<file path="config.mk">
export PLATFORM = sky130hd
export DESIGN_NAME = cmd_rx_framer
export DESIGN_NICKNAME = d
export VERILOG_FILES = /design/src/rtl/cmd_rx_framer.sv
export SDC_FILE = /design/constraint.sdc
export NUM_CORES = 1
export LEC_CHECK = 0
export CAP_MARGIN = 30
export CORE_ASPECT_RATIO = 1.4
export CORE_MARGIN = 4
export CORE_UTILIZATION = 36
export CTS_BUF_LIST = sky130_fd_sc_hd__clkbuf_4
export CTS_CLUSTER_SIZE = 14
export DETAILED_ROUTE_END_ITERATION = 7
export PLACE_DENSITY = 0.49
export SYNTH_ARGS = -nofsm -noshare
export SYNTH_HDL_FRONTEND = slang
export SYNTH_SLANG_ARGS = --single-unit
</file>
<file path="constraint.sdc">
create_clock -name clk -period 7.5 [get_ports clk]
set_clock_uncertainty 0.1 [all_clocks]
set_input_delay 0.75 -clock clk [delete_from_list [all_inputs] [get_ports clk]]
set_output_delay 0.75 -clock clk [all_outputs]
set_load 0.05 [all_outputs]
</file>
<file path="src/rtl/cmd_rx_framer.sv">
// Frame buffer between the SPI byte receiver and cmd_in; stats counters under CMD_RX_FRAMER_STATS_EN.
// Latency: a frame is visible on cmd_out the cycle after its rx_frame_end edge.
// Backpressure: none toward rx (oversize frames are dropped whole); cmd_out holds data while !ready.
package cmd_rx_framer_pkg;
    typedef logic [7:0] byte_t;
endpackage

module cmd_rx_framer
    import cmd_rx_framer_pkg::*;
#(
    parameter  int DEPTH = 64,
    localparam int PTR_W = $clog2(DEPTH) + 1
) (
    input  logic             clk,
    input  logic             rstn,
    input  logic             rx_valid,
    input  byte_t            rx_data,
    input  logic             rx_frame_end,
    output logic             cmd_out_valid,
    input  logic             cmd_out_ready,
    output byte_t            cmd_out_data,
    output logic [PTR_W-1:0] level,
    output logic             overflow,
    output logic [15:0]      frames_ok,
    output logic [15:0]      frames_dropped
);
    localparam int IDX_W = $clog2(DEPTH);

    typedef enum logic [1:0] {IDLE, RECV, DISCARD} state_t;

    state_t           state_q, state_d;
    logic [PTR_W-1:0] wr_q, wr_d;
    logic [PTR_W-1:0] cm_q, cm_d;
    logic [PTR_W-1:0] rd_q, rd_d;
    logic [PTR_W-1:0] level_q, level_d;
    logic             overflow_q, overflow_d;
    byte_t            mem_q [DEPTH];
    logic             mem_we;

    logic [PTR_W-1:0] used;
    logic [PTR_W-1:0] committed;
    logic             has_space;
    logic             rd_fire;

    assign used      = wr_q - rd_q;
    assign committed = cm_q - rd_q;
    // Space is judged before this cycle's read, so a concurrent pop never rescues a full buffer.
    assign has_space = (used != PTR_W'(DEPTH));

    assign cmd_out_valid = (committed != '0);
    assign cmd_out_data  = mem_q[rd_q[IDX_W-1:0]];
    assign rd_fire       = cmd_out_valid & cmd_out_ready;
    assign level         = level_q;
    assign overflow      = overflow_q;

    always_comb begin
        state_d    = state_q;
        wr_d       = wr_q;
        cm_d       = cm_q;
        mem_we     = 1'b0;
        overflow_d = 1'b0;
        rd_d       = rd_q + PTR_W'(rd_fire);

        case (state_q)
            IDLE: begin
                if (rx_valid) begin
                    if (has_space) begin
                        mem_we = 1'b1;
                        wr_d   = wr_q + PTR_W'(1);
                        if (rx_frame_end) begin
                            cm_d = wr_q + PTR_W'(1);
                        end else begin
                            state_d = RECV;
                        end
                    end else begin
                        overflow_d = 1'b1;
                        state_d    = rx_frame_end ? IDLE : DISCARD;
                    end
                end
            end
            RECV: begin
                if (rx_valid && !has_space) begin
                    wr_d       = cm_q;
                    overflow_d = 1'b1;
                    state_d    = rx_frame_end ? IDLE : DISCARD;
                end else begin
                    if (rx_valid) begin
                        mem_we = 1'b1;
                        wr_d   = wr_q + PTR_W'(1);
                    end
                    if (rx_frame_end) begin
                        cm_d    = wr_q + PTR_W'(rx_valid);
                        state_d = IDLE;
                    end
                end
            end
            DISCARD: begin
                if (rx_frame_end) begin
                    state_d = IDLE;
                end
            end
            default: state_d = IDLE;
        endcase

        level_d = wr_d - rd_d;
    end

    always_ff @(posedge clk) begin
        if (!rstn) begin
            state_q    <= IDLE;
            wr_q       <= '0;
            cm_q       <= '0;
            rd_q       <= '0;
            level_q    <= '0;
            overflow_q <= 1'b0;
        end else begin
            state_q    <= state_d;
            wr_q       <= wr_d;
            cm_q       <= cm_d;
            rd_q       <= rd_d;
            level_q    <= level_d;
            overflow_q <= overflow_d;
        end
    end

    always_ff @(posedge clk) begin
        if (mem_we) begin
            mem_q[wr_q[IDX_W-1:0]] <= rx_data;
        end
    end

`ifdef CMD_RX_FRAMER_STATS_EN
    logic [15:0] frames_ok_q, frames_ok_d;
    logic [15:0] frames_dropped_q, frames_dropped_d;
    logic        commit_evt;

    // An open frame never spans 2*DEPTH, so a commit always moves cm.
    assign commit_evt = (cm_d != cm_q);

    always_comb begin
        frames_ok_d      = frames_ok_q;
        frames_dropped_d = frames_dropped_q;
        if (commit_evt && (frames_ok_q != 16'hFFFF)) begin
            frames_ok_d = frames_ok_q + 16'd1;
        end
        if (overflow_d && (frames_dropped_q != 16'hFFFF)) begin
            frames_dropped_d = frames_dropped_q + 16'd1;
        end
    end

    always_ff @(posedge clk) begin
        if (!rstn) begin
            frames_ok_q      <= '0;
            frames_dropped_q <= '0;
        end else begin
            frames_ok_q      <= frames_ok_d;
            frames_dropped_q <= frames_dropped_d;
        end
    end

    assign frames_ok      = frames_ok_q;
    assign frames_dropped = frames_dropped_q;
`else
    assign frames_ok      = '0;
    assign frames_dropped = '0;
`endif

endmodule
</file>
==> flow_summary.ini <==
[clock_network]
cts_root_buffer = clkbuf_4
cts_setup_buffers = 0
clockBufferDepth = 3
tritoncts = built
numCtsBuffers = 134
cts_sinks = 543
clkLatencyLatePin_ns = 0.87
cts.reportedPaths.clkPinSlew_ns = 0.06
cts_hold_buf = 0
htreeDepth = 4
post_cts_resized = 0

[route]
route.detailed.drc = 0
num_vias = 11889
avgViaCountPerCell = 5.291
dr.pass1.iters = 5
wl_per_cell_um = 26.02
wirelength_um = 58470
drtIter0Drc = 787
ant_nets = 0

[sta]
rsz0062_at_grt = false
timing.fmax_ghz = 0.1708
fin_tns_setup_ns = 0
drv_slew = 0
setup_viol = 0
hold_violations = 0
slew_headroom_pct = 31.77
min_period_ns = 5.856
post-route-period-util_pct = 78.08
tightest_slew_ns = 1.020

[yosys]
seq_area_frac_synth_pct = 71.15
syn-cell-area_um2 = 22480
postSynthAreaPerCell_um2 = 18.49
synth_cell_type_count = 60
yosysWarnings = 0
synthCells = 1216
synth_edf_count = 512
synth_xor_area_share_pct = 0.8181
synth_top_family_by_area = multiplexers
synthAdderAreaFrac_pct = 1.369
synth-simple-area-share_pct = 4.608
async_reset_ff_share_pct = 0
synth-compound-area-share_pct = 3.634
yosys_most_used_dff = edfxtp_1
ys_ff_latch = 543
synth_mux_area_share_pct = 15.77

[floorplanning]
io_pins = 62
die_x_um = 219.2
row_count = 108
die_h_um = 303.7
start_util_pct = 36.33
die_area_um2 = 66570
core_um2 = 61890

[worst_setup_path]
required_ns = 6.65
cpMostUsedCell = mux4_2
start_kind = flip-flop
critical_path_class = reg2out
slowest_stage = clkdlybuf4s50_1
arrival_ns = 5.01
cpPeakStageDelay_ns = 0.73
worstPathMaxFanout = 47
path_cells = buf_4, buf_4, mux4_2, mux4_2, mux4_2, clkdlybuf4s50_1
end_kind = output pin

[grt]
grt_pass1_vias = 12565
grt_pass1_wl_um = 85390
antenna_found_initial = 2
overflow = 0
grtUsageTotal_pct = 17.69
grt_max_degree = 91

[placement]
dpl_cell_area_um2 = 23510
dp_hpwl_um = 36350
gp_congestion = 0.8205
port_buffers = 29

[power_and_ir_drop]
ir_drop_v = 0.0001801
p_per_area_nw_per_um2 = 317.9
p_leak_nw = 7.982

[layout]
mostFrequentLayoutCell = edfxtp_1
drive_gt1_share_pct = 26.67
fin_area_um2 = 25280
final_nets = 1375
n_fill_cell = 5724
final_cell_mix = edfxtp_1, clkbuf_4, mux4_2, nor2_1, mux2i_1
area_growth_syn_to_layout_pct = 12.47

[outcome]
outcome = finished clean

[hold_path]
min_path_type = reg2reg

[flow_run]
cap_viol_max_count = 0
==> synth_stat cells, types with 5 or more instances <==
library cell  number  area (um^2)
a21oi_1           28        140.1
a311oi_1           5        43.79
a31oi_1            6        37.54
and2_1             6        37.54
buf_1              7        26.28
buf_2              8        40.04
buf_4             35        262.8
buf_6              5        56.30
clkbuf_1          36        135.1
dfxtp_1           31        620.6
edfxtp_1         512        15370
ha_1              23        287.8
inv_1             12        45.04
mux2i_1           46        460.4
mux4_2           135         3040
nand2_1           24        90.09
nand2b_1           5        31.28
nand3_1           16        80.08
nand4_1            9        56.30
nor2_1            95        356.6
nor2b_1            9        56.30
nor3_1            11        55.05
nor3b_1            5        37.54
o21ai_0           19        95.09
o221ai_1          20        175.2
o22ai_1           13        81.33
or3_1              6        37.54
or4_1              7        52.55
xnor2_1           16        140.1
xor2_1             5        43.79
==> critical path, delay by kind of cell, from the launching register on <==
kind / cells / cell delay [ns]
flip-flops: 1 / 0.64
buffers and inverters: 3 / 2.00
multiplexers: 3 / 1.48
==> cells by family after synthesis <==
logic type	after synthesis
simple gates	213
xor+xnor	21
compound gates	119
fa+ha+maj	24
mux	185
buf+inv	110
other cells	1
flops	543
==> where the power goes <==
part / total [mW] / switching (mW) / internal, mW
sequential: 3.52 / 0.102 / 3.41
clock: 2.59 / 1.15 / 1.44
combinational: 1.93 / 1.15 / 0.779
==> final timing paths <==
check	from	end	slack (ns)	cells after the start
hold / removal	cm_q[0]$_SDFFE_PN0P_	cm_q[0]$_SDFFE_PN0P_	0.43	2
setup reg to reg	rd_q[3]$_SDFF_PN0_	level[6]$_SDFF_PN0_	2.03	15
setup / recovery	rd_q[1]$_SDFF_PN0_	cmd_out_data[7]	1.64	6
hold reg to reg	cm_q[0]$_SDFFE_PN0P_	cm_q[0]$_SDFFE_PN0P_	0.43	2
==> per-layer routing <==
layer | global-route usage (%) | vias to the layer above | part of all wire [%]
li1 | - | 5216 | -
met1 | 21.15 | 6299 | 40
met2 | 31.85 | 299 | 55
met3 | 3.339 | 75 | 3.7
met4 | 6.058 | 0 | 2.2
met5 | 0 | - | 0
==> registers in the layout (all words and copies together) (netlist names) <==
register	count
mem_q	512
cm_q	7
level	7
rd_q	7
wr_q	7
state_q	2
overflow	1
==> layout make-up <==
type / count / area [um^2] / share of cell area [%]
multi-input combinational: 594 / 6011 / 23.77
clock inverter: 27 / 325.3 / 1.287
clock buffer: 192 / 1441 / 5.701
timing repair buffer: 46 / 397.9 / 1.574
sequential: 543 / 16000 / 63.29
antenna: 1 / 2.502 / 0.009897
inverter: 19 / 71.32 / 0.2821
tap: 825 / 1032 / 4.083
==> metrics by stage <==
step	utilization, %	power [mW]	setup slack, ns	hold slack (ns)	instances
6_report	40.85	8.037	1.644	0.4342	2247
5_1_grt	40.85	8.436	1.458	0.4423	2247
4_1_cts	40.84	8.172	1.462	0.3889	2245
3_5_place_dp	37.98	5.548	2.058	0.4221	2026
3_3_place_gp	37.95	5.549	1.964	0.4124	2024
2_1_floorplan	-	4.920	2.880	0.3589	1247
No activity file was read; power rests on OpenSTA's default activity.
